--- config.mk ---
export PLATFORM = sky130hd
export DESIGN_NAME = usi_spi_master
export DESIGN_NICKNAME = d
export VERILOG_FILES = /design/src/rtl/usi_spi_pkg.sv /design/src/rtl/usi_spi_clkgen.sv /design/src/rtl/usi_spi_master.sv
export SDC_FILE = /design/constraint.sdc
export NUM_CORES = 1
export LEC_CHECK = 0
export ABC_AREA = 1
export ABC_CLOCK_PERIOD_IN_PS = 4000
export CAP_MARGIN = 20
export CORE_ASPECT_RATIO = 0.8
export CORE_MARGIN = 4
export CORE_UTILIZATION = 30
export CTS_CLUSTER_DIAMETER = 100
export CTS_CLUSTER_SIZE = 20
export DETAILED_ROUTE_END_ITERATION = 10
export PLACE_DENSITY = 0.61
export SETUP_SLACK_MARGIN = 0.2
export SKIP_LAST_GASP = 1
export SYNTH_ARGS = -nofsm -noshare
export SYNTH_HDL_FRONTEND = slang
export SYNTH_SLANG_ARGS = --single-unit
--- constraint.sdc ---
create_clock -name clk -period 4 [get_ports clk]
set_input_delay 0.6 -clock clk [delete_from_list [all_inputs] [get_ports clk]]
set_output_delay 0.6 -clock clk [all_outputs]
set_load 0.005 [all_outputs]
--- src/rtl/usi_spi_pkg.sv ---
// Shared types and constants for the USI SPI master engine.
package usi_spi_pkg;

    localparam int unsigned SPI_FRAME_BITS   = 8;
    localparam int unsigned GAP_HALF_PERIODS = 2;
    localparam int unsigned BIT_CNT_W        = 3;

    typedef enum logic [2:0] {
        ST_IDLE,
        ST_SETUP,
        ST_HIGH,
        ST_LOW,
        ST_HOLD,
        ST_GAP
    } spi_state_e;

    function automatic logic [SPI_FRAME_BITS-1:0] bit_reverse(input logic [SPI_FRAME_BITS-1:0] d);
        logic [SPI_FRAME_BITS-1:0] r;
        for (int i = 0; i < int'(SPI_FRAME_BITS); i++) begin
            r[i] = d[int'(SPI_FRAME_BITS) - 1 - i];
        end
        return r;
    endfunction

endpackage

--- src/rtl/usi_spi_clkgen.sv ---
// Half-period down-counter: reload on load, tc_c asserted on the last cycle of a phase.
module usi_spi_clkgen #(
    parameter int unsigned DIV_W = 8
) (
    input  logic             clk,
    input  logic             rst_b,
    input  logic             load,
    input  logic [DIV_W-1:0] load_val,
    output logic             tc_c
);

    logic [DIV_W-1:0] cnt_q;

    always_ff @(posedge clk or negedge rst_b) begin
        if (!rst_b) begin
            cnt_q <= '0;
        end else if (load) begin
            cnt_q <= load_val;
        end else if (cnt_q != '0) begin
            cnt_q <= cnt_q - DIV_W'(1);
        end
    end

    assign tc_c = (cnt_q == '0);

endmodule

--- src/rtl/usi_spi_master.sv ---
// USI SPI master engine, mode 0, 8-bit frames with per-byte nss framing.
// Optional USI_SPI_MST_LSB_FIRST_EN adds the lsb_first input.
module usi_spi_master
    import usi_spi_pkg::*;
#(
    parameter int unsigned DIV_W = 8
) (
    input  logic             clk,
    input  logic             rst_b,
    input  logic             en,
    input  logic [DIV_W-1:0] clk_div,
    input  logic             tx_valid,
    output logic             tx_ready,
    input  logic [7:0]       tx_data,
    output logic             rx_valid,
    output logic [7:0]       rx_data,
    output logic             busy,
    output logic             sclk_out,
    output logic             sclk_oe,
    output logic             mosi_out,
    output logic             mosi_oe,
    output logic             nss_out,
    output logic             nss_oe,
    input  logic             miso_in,
    output logic             miso_ie
`ifdef USI_SPI_MST_LSB_FIRST_EN
    ,
    input  logic             lsb_first
`endif
);

    spi_state_e                  state_q, state_d;
    logic [DIV_W-1:0]            div_q;
    logic [SPI_FRAME_BITS-2:0]   tx_sr;
    logic [SPI_FRAME_BITS-1:0]   rx_sr;
    logic [SPI_FRAME_BITS-1:0]   tx_first_c;
    logic [BIT_CNT_W-1:0]        bit_cnt_q;
    logic                        phase_first_q;
    logic                        lsb_q;
    logic                        lsb_in_c;
    logic                        accept_c, load_c, abort_c, tc_c;
    logic [DIV_W-1:0]            load_val_c;

`ifdef USI_SPI_MST_LSB_FIRST_EN
    assign lsb_in_c = lsb_first;

    always_ff @(posedge clk or negedge rst_b) begin
        if (!rst_b) begin
            lsb_q <= 1'b0;
        end else if (accept_c) begin
            lsb_q <= lsb_first;
        end
    end
`else
    assign lsb_in_c = 1'b0;
    assign lsb_q    = 1'b0;
`endif

    assign sclk_oe    = en;
    assign mosi_oe    = en;
    assign nss_oe     = en;
    assign miso_ie    = en;
    assign accept_c   = (state_q == ST_IDLE) && tx_valid && tx_ready && en;
    assign load_val_c = (state_q == ST_IDLE) ? clk_div : div_q;
    assign tx_first_c = lsb_in_c ? bit_reverse(tx_data) : tx_data;

    usi_spi_clkgen #(.DIV_W(DIV_W)) u_clkgen (
        .clk      (clk),
        .rst_b    (rst_b),
        .load     (load_c),
        .load_val (load_val_c),
        .tc_c     (tc_c)
    );

    // Next state; every phase change reloads the half-period counter.
    always_comb begin
        state_d = state_q;
        load_c  = 1'b0;
        abort_c = 1'b0;
        if (state_q != ST_IDLE && !en) begin
            abort_c = 1'b1;
            state_d = ST_GAP;
            load_c  = 1'b1;
        end else if (accept_c) begin
            state_d = ST_SETUP;
            load_c  = 1'b1;
        end else if (tc_c) begin
            case (state_q)
                ST_SETUP: state_d = ST_HIGH;
                ST_HIGH:  state_d = ST_LOW;
                ST_LOW:   state_d = (bit_cnt_q == BIT_CNT_W'(SPI_FRAME_BITS - 1)) ? ST_HOLD : ST_HIGH;
                ST_HOLD:  state_d = ST_GAP;
                ST_GAP:   state_d = (bit_cnt_q == BIT_CNT_W'(GAP_HALF_PERIODS - 1)) ? ST_IDLE : ST_GAP;
                default:  state_d = state_q;
            endcase
            load_c = (state_q != ST_IDLE) && (state_d != ST_IDLE);
        end
    end

    always_ff @(posedge clk or negedge rst_b) begin
        if (!rst_b) begin
            state_q       <= ST_IDLE;
            div_q         <= '0;
            tx_sr         <= '0;
            rx_sr         <= '0;
            bit_cnt_q     <= '0;
            phase_first_q <= 1'b0;
            sclk_out      <= 1'b0;
            mosi_out      <= 1'b0;
            nss_out       <= 1'b1;
            tx_ready      <= 1'b0;
            rx_valid      <= 1'b0;
            rx_data       <= '0;
            busy          <= 1'b0;
        end else begin
            state_q       <= state_d;
            phase_first_q <= load_c;
            rx_valid      <= 1'b0;
            sclk_out      <= (state_d == ST_HIGH);
            nss_out       <= !(state_d inside {ST_SETUP, ST_HIGH, ST_LOW, ST_HOLD});
            busy          <= (state_d != ST_IDLE);
            tx_ready      <= en && (state_d == ST_IDLE);

            if (accept_c) begin
                div_q     <= clk_div;
                tx_sr     <= tx_first_c[SPI_FRAME_BITS-2:0];
                mosi_out  <= tx_first_c[SPI_FRAME_BITS-1];
                bit_cnt_q <= '0;
            end else if (abort_c) begin
                bit_cnt_q <= '0;
            end else begin
                // Sample on the sclk rising edge, i.e. the first cycle of HIGH.
                if (state_q == ST_HIGH && phase_first_q) begin
                    rx_sr <= lsb_q ? {miso_in, rx_sr[SPI_FRAME_BITS-1:1]}
                                   : {rx_sr[SPI_FRAME_BITS-2:0], miso_in};
                end
                if (state_q == ST_HIGH && state_d == ST_LOW &&
                    bit_cnt_q != BIT_CNT_W'(SPI_FRAME_BITS - 1)) begin
                    mosi_out <= tx_sr[SPI_FRAME_BITS-2];
                    tx_sr    <= {tx_sr[SPI_FRAME_BITS-3:0], 1'b0};
                end
                if (state_q == ST_LOW && state_d != ST_LOW) begin
                    bit_cnt_q <= bit_cnt_q + BIT_CNT_W'(1);
                end
                if (state_q == ST_HOLD && state_d == ST_GAP) begin
                    bit_cnt_q <= '0;
                    rx_valid  <= 1'b1;
                    rx_data   <= rx_sr;
                end
                if (state_q == ST_GAP && state_d == ST_GAP && tc_c) begin
                    bit_cnt_q <= bit_cnt_q + BIT_CNT_W'(1);
                end
            end
        end
    end

endmodule

==> flow_summary_export.csv, run 1 <==
group,metric,value,unit
status,status,"finished clean",
sta,fmax,371,MHz
synthesis,synthArstFlopShare,1.00,
hold_path,hold_class,"in2async",
sta,finalSetupViolations,0,
sta,setup_tns,0,ps
global_route,antenna_found_initial,0,
clock_tree,cts_hold_buffers,0,
synthesis,synthXorXnorAreaFrac,0.0130,
sta,worst_clock_skew,11.7,ps
critical_path,r2r_start,"state_q[0]$_DFF_PN0_",
global_route,grt_pass1_vias,2218,
job,max-cap-violations,0,
clock_tree,cts-root-buf,"clkbuf_8",
synthesis,synth_seq_cells,52,
synthesis,synth_top_family_by_area,"simple AND/OR/NAND/NOR gates",
clock_tree,numCtsBuffers,5,
critical_path,cp.required,4260,ps
clock_tree,cts_sinks,52,
placement,gp_congestion,0.835,
clock_tree,postCtsSetupRepairBufs,0,
synthesis,ys_seq_area_frac,0.484,
sta,rsz0062_at_grt,"false",
route,dr.first_iter.drc_count,124,
placement,portBuffers,38,
cells_and_area,area_growth,19.1,%
route,wl,5.75,mm
floorplan,die_h,92.7,microns
synthesis,yosysMostFrequentCell,"nand2_1",
floorplan,die_x,114,microns
synthesis,synth_nets,359,
critical_path,path_class,"in2reg",
sta,post-route-period-util,0.675,
sta,hold_viol,0,
global_route,gr-total-overflow,0,
clock_tree,clk_path_buf_depth,2,
route,wl_per_cell,12.1,microns
power,power,1690,uW
cells_and_area,num_antenna_cells,0,
synthesis,synth-adder-area-share,0.0233,
critical_path,cp.arrival,2960,ps
cells_and_area,drive_above_1_share,0.0877,
power,leakage,0.00154,uW
synthesis,syn-instance-count,333,
synthesis,muxShareOfSynthArea,0,
synthesis,synth_compound_area_frac,0.107,
synthesis,avgSynthCellArea,8.08,sq um
synthesis,syn_area,0.00269,sq mm
global_route,grt_pass1_wl,10.4,mm
synthesis,yosys.area_share.simple,0.282,
clock_tree,clk_pin_slew,110,ps
synthesis,ys.flop_type,"dfrtp_1",
synthesis,synth_edf_count,0,
clock_tree,clock_latency,310,ps
sta,report.final.slew_viol_count,0,
sta,slew_headroom,0.563,
route,num_vias,2174,
floorplan,start_util,0.313,
floorplan,rows,30,
synthesis,synthTopCellsByCount,"nand2_1, dfrtp_1, inv_1",
synthesis,synth_top_area_share,0.474,
cells_and_area,nets,390,
global_route,grt_max_degree,28,
critical_path,critPathCaptureType,"register",
critical_path,cp-start-kind,"input port",
critical_path,critPathMaxFanout,18,
clock_tree,htree_levels,2,
placement,hpwl,4.29,mm
route,drtPass1Iterations,4,
synthesis,synthTopCellsByArea,"dfrtp_1, nand2_1, inv_1, o21ai_0, nor2_1",
sta,worst_slew_pin_slew,655,ps
route,route.detailed.drc,0,
power,power_density,527,mW/mm^2
floorplan,ios,39,
sta,holdWs,305,ps
sta,timing.final.crit_period,2700,ps
floorplan,core_area,0.00860,sq mm
power,vdd_drop_max,0.164,mV
synthesis,yosysUniqueCellTypes,34,
route,ant_nets,0,
floorplan,dieArea,0.0106,sq mm
clock_tree,cts_resized,0,
cells_and_area,final_util,0.373,
synthesis,post-synth-top-area-cell,"dfrtp_1",
global_route,grt_usage,0.118,
critical_path,startpoint,"en",
clock_tree,cts_tree,"yes",
route,routed_via_density,4.56,
synthesis,yosysWarnings,0,
-- report_power, final --
group          switching, uW  internal, uW
Sequential              94.6           620
Combinational            390           266
Clock                    190           128
-- layer usage --
| metal | vias up | track usage | wire [microns] |
|---|---|---|---|
| met4 | 0 | 0.0297 | 19 |
| met3 | 2 | 0.0320 | 283 |
| met2 | 42 | 0.186 | 2720 |
| met1 | 1006 | 0.161 | 2740 |
| met5 | - | 0 | 0 |
| li1 | 1124 | - | - |
-- final timing paths --
path	cells past startpoint	to	slack, ps
min in group clk	2	div_q[2]$_DFFE_PN0N_	480
setup reg to reg	11	tx_sr[4]$_DFFE_PN0P_	1520
max in group asynchronous	2	tx_ready$_DFF_PN0_	2900
hold / removal	1	rx_valid$_DFF_PN0_	300
setup / recovery	11	rx_data[5]$_DFFE_PN0P_	1300
hold reg to reg	2	div_q[2]$_DFFE_PN0N_	480
-- cells by family (layout without fill, tap and decap cells) --
kind of cell,Yosys count,in the layout
compound gates,53,53
xor+xnor,4,4
fa+ha+maj,5,5
buf+inv,53,85
flops,52,52
simple gates,166,166
-- metrics by stage --
stage          setup WS (ps)  std cells  instance area [sq um]
2_1_floorplan           2130        333                   2690
3_3_place_gp            1120        469                   3110
3_5_place_dp             976        469                   3110
4_1_cts                 1300        477                   3200
5_1_grt                 1000        477                   3200
6_report                1300        477                   3200
-- placed cells by master, fill, tap and decap left out, types with 2 or more instances in the layout --
master           synthesis  layout
nor2_1                  23      23
a21oi_1                 10      10
o211ai_1                 2       2
clkbuf_8                 0       5
clkdlybuf4s50_1          0      37
o21ai_2                  2       2
nand2_1                102     102
o21ai_1                 12      12
nand2_2                  2       2
inv_6                    0       2
a31oi_1                  2       2
inv_2                    5       5
nand3_1                 16      16
xor2_1                   2       2
nor2_2                   2       2
nand3_2                  2       2
ha_1                     5       5
dfrtp_1                 51      51
nor2_4                   5       5
xnor2_1                  2       2
inv_1                   32      32
o21ai_0                 23      23
nor3_1                   4       4
nand4_1                  6       6
-- area by class of cell --
type | instances | area (sq um)
multi-input combinational | 228 | 1140
sequential | 52 | 1300
clock buffer | 5 | 68.8
fill | 873 | 5390
timing repair buffer | 39 | 383
tap | 112 | 140
inverter | 38 | 143
clock inverter | 3 | 25.0
-- worst max-delay path, stage by stage --
cell and delay [ps]:
clkdlybuf4s50_1 620, nand3_1 170, nor2_4 350, nor2_2 200
nand2_1 130, nor2_2 80, nor2_4 120, nand3_2 240
nor2_4 270, nand2_1 100, nand2_1 70
-- sequential cells by signal, indices dropped and copies added, names as in the netlist, 3 cells and up --
register / cells
bit_cnt_q: 3
div_q: 8
rx_data: 8
rx_sr: 8
state_q: 3
tx_sr: 7
u_clkgen.cnt_q: 8
No activity file was read; power rests on OpenSTA's default activity.
==> run 2: changes to the inputs <==
--- a/config.mk
+++ b/config.mk
@@ -6,7 +6,7 @@
 export NUM_CORES = 1
 export LEC_CHECK = 0
 export ABC_AREA = 1
-export ABC_CLOCK_PERIOD_IN_PS = 4000
+export ABC_CLOCK_PERIOD_IN_PS = 2600
 export CAP_MARGIN = 20
 export CORE_ASPECT_RATIO = 0.8
 export CORE_MARGIN = 4
==> constraint.sdc (replaced) <==
create_clock -name clk -period 2.6 [get_ports clk]
set_input_delay 0.39 -clock clk [delete_from_list [all_inputs] [get_ports clk]]
set_output_delay 0.39 -clock clk [all_outputs]
set_load 0.005 [all_outputs]
==> run 2 against run 1 <==
Effect of this change:
- clock-buffer cell count unchanged
- sequential share of layout area down 0.93 points
- hold slack worse by 86 ps
- clock skew down 4.7 ps
- power rose by 55%
- first-iteration DRC count decreased by 65%
- wire length is 4.7% lower
- sequential power grew 52%
- flip-flop and latch count unchanged
- critical endpoint is now bit_cnt_q[2]$_DFFE_PN0P_
- highest routed layer unchanged
==> flow_summary_export.csv, run 2 (synthesized netlist as in run 1, its figures left out) <==
group,metric,value,unit
cells_and_area,nets,398,
global_route,antenna_found_initial,0,
floorplan,ios,39,
sta,hold_viol,0,
cells_and_area,regArea,0.00130,sq mm
placement,gp_congestion,0.816,
cells_and_area,final_cell_mix,"nand2_1, dfrtp_1, clkdlybuf4s50_1",
sta,finalSetupViolations,0,
global_route,grt_pass1_vias,2081,
route,ant_nets,0,
floorplan,die_h,92.7,microns
sta,worst_slew_pin_slew,944,ps
route,routed_via_density,4.51,
sta,rsz0062_at_grt,"false",
global_route,grt_max_degree,42,
critical_path,critPathCaptureType,"register",
route,dr.first_iter.drc_count,44,
placement,portBuffers,38,
power,power_density,796,mW/mm^2
sta,report.final.slew_viol_count,0,
sta,fmax,472,MHz
cells_and_area,drive_above_1_share,0.110,
clock_tree,htree_levels,2,
critical_path,cp.required,2810,ps
placement,hpwl,4.13,mm
sta,worst_clock_skew,6.98,ps
global_route,grt_usage,0.111,
clock_tree,clk_pin_slew,100,ps
route,wl_per_cell,11.3,microns
floorplan,die_x,114,microns
cells_and_area,multiInputGateArea,0.00116,sq mm
cells_and_area,stdcell_area,0.00328,sq mm
critical_path,critPathMaxFanout,17,
hold_path,hold_class,"in2async",
critical_path,rrSetupSlack,480,ps
clock_tree,clk_path_buf_depth,2,
floorplan,rows,30,
clock_tree,cts_sinks,52,
floorplan,core_area,0.00860,sq mm
critical_path,path_class,"reg2reg",
sta,setup_tns,0,ps
power,vdd_drop_max,0.289,mV
route,wl,5.48,mm
route,num_vias,2189,
critical_path,cp.arrival,2330,ps
cells_and_area,num_antenna_cells,0,
power,leakage,0.00158,uW
sta,slew_headroom,0.371,
route,route.detailed.drc,0,
job,max-cap-violations,0,
floorplan,dieArea,0.0106,sq mm
status,status,"finished clean",
clock_tree,numCtsBuffers,5,
floorplan,start_util,0.313,
placement,placed_area,0.00317,sq mm
route,drtPass1Iterations,4,
global_route,grt_pass1_wl,9.60,mm
cells_and_area,fillers,850,
global_route,gr-total-overflow,0,
critical_path,cp-start-kind,"register",
cells_and_area,area_growth,21.9,%
cells_and_area,final_common_cell,"nand2_1",
sta,timing.final.crit_period,2120,ps
clock_tree,cts_tree,"yes",
clock_tree,cts-root-buf,"clkbuf_8",
clock_tree,clock_latency,310,ps
sta,post-route-period-util,0.814,
## run 2: worst max-delay path, cell delays in order (launching register included)
cell and delay [ps]:
dfrtp_1 590, nor2_8 80, nand2_4 180, nor2_4 50, nor2_2 240, nand2_1 100
nor2_2 240, nor2_4 80, nand3_1 170, nand3_1 140, nand2_1 80, nand2_1 50
## run 2: final cells by class
type | count | share of cell area
flip-flops and latches | 52 | 0.397
multi-input cells | 228 | 0.353
repair buffers | 47 | 0.135
inverters | 38 | 0.0435
well taps | 112 | 0.0427
clock buffers | 5 | 0.0210
clock inverters | 3 | 0.00763
## run 2: worst paths after layout
| kind | from | cells after the start | to |
|---|---|---|---|
| max in group asynchronous | rst_b | 2 | u_clkgen.cnt_q[4]$_DFFE_PN0P_ |
| max | state_q[0]$_DFF_PN0_ | 11 | bit_cnt_q[2]$_DFFE_PN0P_ |
| min | rst_b | 1 | bit_cnt_q[1]$_DFFE_PN0P_ |
| min in group clk | div_q[3]$_DFFE_PN0N_ | 2 | div_q[3]$_DFFE_PN0N_ |
| min reg2reg | div_q[3]$_DFFE_PN0N_ | 2 | div_q[3]$_DFFE_PN0N_ |
| max reg2reg | state_q[0]$_DFF_PN0_ | 11 | bit_cnt_q[2]$_DFFE_PN0P_ |
## run 2: what timing repair did
item / 4_1_cts / 5_1_grt
hold endpoints to repair: 0 / 0
gates resized for setup: 0 / 3
hold buffers: 0 / 0
endpoints found under the setup margin: 0 / 13
setup buffers: 0 / 0
## run 2: power by group
group / switching (uW) / internal [uW] / total (uW)
registers: 141 / 954 / 1090
clock network: 290 / 197 / 486
logic: 606 / 425 / 1030
total: 1040 / 1580 / 2610
## run 2: metrics by stage
step / util / hold WS [ps] / cells / total power (uW) / worst slack (ps)
finish: 0.382 / 218 / 485 / 2610 / 483
global route: 0.382 / 286 / 485 / 2830 / 206
CTS: 0.380 / 249 / 485 / 2620 / 349
detailed placement: 0.369 / 459 / 477 / 2130 / 292
global placement: 0.369 / 456 / 477 / 2130 / 347
floorplan: - / 94.4 / 333 / 1860 / 749
## run 2: per-layer routing
layer,up-vias,track usage,share of wire
met2,30,0.171,0.45
met4,0,0.0326,0.013
li1,1138,-,-
met1,1015,0.157,0.50
met5,-,0,0
met3,6,0.0242,0.027
==> run 3: changes to the inputs <==
--- a/config.mk
+++ b/config.mk
@@ -6,7 +6,7 @@
 export NUM_CORES = 1
 export LEC_CHECK = 0
 export ABC_AREA = 1
-export ABC_CLOCK_PERIOD_IN_PS = 2600
+export ABC_CLOCK_PERIOD_IN_PS = 2200
 export CAP_MARGIN = 20
 export CORE_ASPECT_RATIO = 0.8
 export CORE_MARGIN = 4
==> constraint.sdc (replaced) <==
create_clock -name clk -period 2.2 [get_ports clk]
set_input_delay 0.33 -clock clk [delete_from_list [all_inputs] [get_ports clk]]
set_output_delay 0.33 -clock clk [all_outputs]
set_load 0.005 [all_outputs]
==> run 3 against run 2 <==
Effect of this change:
- clock-buffer cell count is the same
- die area is the same
- clock power grew 19%
- first-iteration DRC count grew to 3.1 times the previous value
- power grew 40%
- largest cell class is now multi-input combinational cells
- largest power group is now combinational cells
- highest routed layer unchanged
==> flow_summary_export.csv, run 3 (synthesized netlist as in run 1, its figures left out) <==
group,metric,value,unit
clock_tree,clk_pin_slew,100,ps
clock_tree,htree_levels,2,
sta,fmax,513,MHz
cells_and_area,final_common_cell,"nand2_1",
cells_and_area,nets,426,
sta,post-route-period-util,0.887,
critical_path,cp.arrival,2150,ps
sta,worst_clock_skew,6.68,ps
sta,holdWs,8.03,ps
hold_path,hold_class,"in2async",
critical_path,path_cells,"ha_2, ha_4, nand3_4, nand3_4, nand3_2, buf_4, nand3_2, nor2_4, nand4_4, nand2_2, o21ai_1",
critical_path,cp.required,2400,ps
sta,worst_slew_pin_slew,571,ps
route,num_vias,2329,
clock_tree,cts_tree,"yes",
critical_path,cpPeakStageDelay,410,ps
clock_tree,cts_sinks,52,
route,route.detailed.drc,0,
critical_path,slowest_stage,"dfrtp_1",
floorplan,dieArea,0.0106,sq mm
cells_and_area,fin_cells,513,
route,drtPass1Iterations,4,
global_route,gr-total-overflow,0,
route,ant_nets,0,
route,routed_via_density,4.54,
floorplan,rows,30,
clock_tree,cts-root-buf,"clkbuf_8",
clock_tree,cts_hold_buffers,0,
floorplan,core_area,0.00860,sq mm
route,wl_per_cell,12.4,microns
floorplan,ios,39,
placement,gp_congestion,0.811,
cells_and_area,stdcell_area,0.00370,sq mm
clock_tree,numCtsBuffers,5,
floorplan,start_util,0.313,
route,dr.first_iter.drc_count,137,
critical_path,cp-start-kind,"register",
critical_path,critPathCaptureType,"register",
sta,finalSetupViolations,0,
job,max-cap-violations,0,
sta,hold_viol,0,
sta,fin_ws,249,ps
cells_and_area,area_growth,37.7,%
global_route,antenna_found_initial,0,
cells_and_area,drive_above_1_share,0.267,
power,power_density,990,mW/mm^2
sta,report.final.slew_viol_count,0,
critical_path,rrSetupSlack,250,ps
critical_path,path_class,"reg2reg",
floorplan,die_x,114,microns
cells_and_area,final_cell_mix,"nand2_1, dfrtp_1, clkdlybuf4s50_1",
power,vdd_drop_max,0.336,mV
floorplan,die_h,92.7,microns
route,wl,6.34,mm
placement,placed_area,0.00324,sq mm
placement,dp_cells,485,
status,status,"finished clean",
global_route,grt_max_degree,31,
sta,rsz0062_at_grt,"true",
sta,slew_headroom,0.619,
global_route,grt_usage,0.118,
placement,dp_slack,-74.4,ps
clock_tree,clk_path_buf_depth,2,
clock_tree,clock_latency,310,ps
critical_path,critPathMaxFanout,6,
power,leakage,0.00173,uW
placement,hpwl,4.42,mm
placement,portBuffers,38,
critical_path,startpoint,"bit_cnt_q[1]$_DFFE_PN0P_",
sta,timing.final.crit_period,1950,ps
global_route,grt_pass1_wl,10.2,mm
global_route,grt_pass1_vias,2207,
critical_path,r2r_start,"bit_cnt_q[1]$_DFFE_PN0P_",
cells_and_area,num_antenna_cells,0,
run 3: changes by cell type in the layout (fill, tap and decap cells not counted), moves of 5 or more:
cell     previous run  this run
nor2_2              2         7
buf_4               9        30
nand3_1            16         9
nand2_2             2        14
nand2_1           101        87
nor2_1             23        17
run 3: path summary, 6_finish.rpt:
kind / end / cells past startpoint
worst max-delay path: tx_sr[2]$_DFFE_PN0P_ / 11
min in group clk: div_q[2]$_DFFE_PN0N_ / 2
max in group asynchronous: nss_out$_DFF_PN1_ / 2
worst min-delay path: u_clkgen.cnt_q[7]$_DFFE_PN0P_ / 1
worst max register to register: tx_sr[2]$_DFFE_PN0P_ / 11
worst min register to register: div_q[2]$_DFFE_PN0N_ / 2
run 3: per-layer routing:
metal | track usage | share of wire | routed length, microns
met1 | 0.162 | 0.48 | 3020
met2 | 0.192 | 0.49 | 3080
met3 | 0.0235 | 0.032 | 200
met4 | 0.0267 | 0.0069 | 44
met5 | 0 | 0 | 0
run 3: power by group:
part           total [uW]  switching [uW]  internal, uW  leakage (uW)
logic                1790             973           812       0.00106
registers            1310             173          1130      0.000633
clock network         578             345           233     0.0000452
total                3670            1490          2180       0.00173
run 3: repair_timing:
item / in CTS / in global routing
gates cloned: 3 / 0
endpoints found under the setup margin: 20 / 27
resized for setup: 7 / 50
pin swaps: 3 / 28
buffers inserted: 4 / 13
run 3: final cells by class:
cell class	count	area (sq um)
repair buffers	72	654
flip-flops and latches	52	1310
multi-input cells	231	1360
clock buffers	5	68.8
well taps	112	140
clock inverters	3	25.0
inverters	38	145
fillers	814	4890
run 3: worst max-delay path: cells and delay by family (launching register included):
family                     cells  cell delay (ps)
and+or+nand+nor                7              900
DFF                            1              410
AOI/OAI and AO/OA              1               80
buffers and inverters          1              110
adders and majority gates      2              360
run 3: metrics by stage:
stage	setup TNS (ps)	power [uW]	util
4_1_cts	0	3310	0.398
3_5_place_dp	-713	2610	0.377
3_3_place_gp	0	2600	0.377
5_1_grt	0	3940	0.431
6_report	0	3670	0.431
2_1_floorplan	0	2190	-
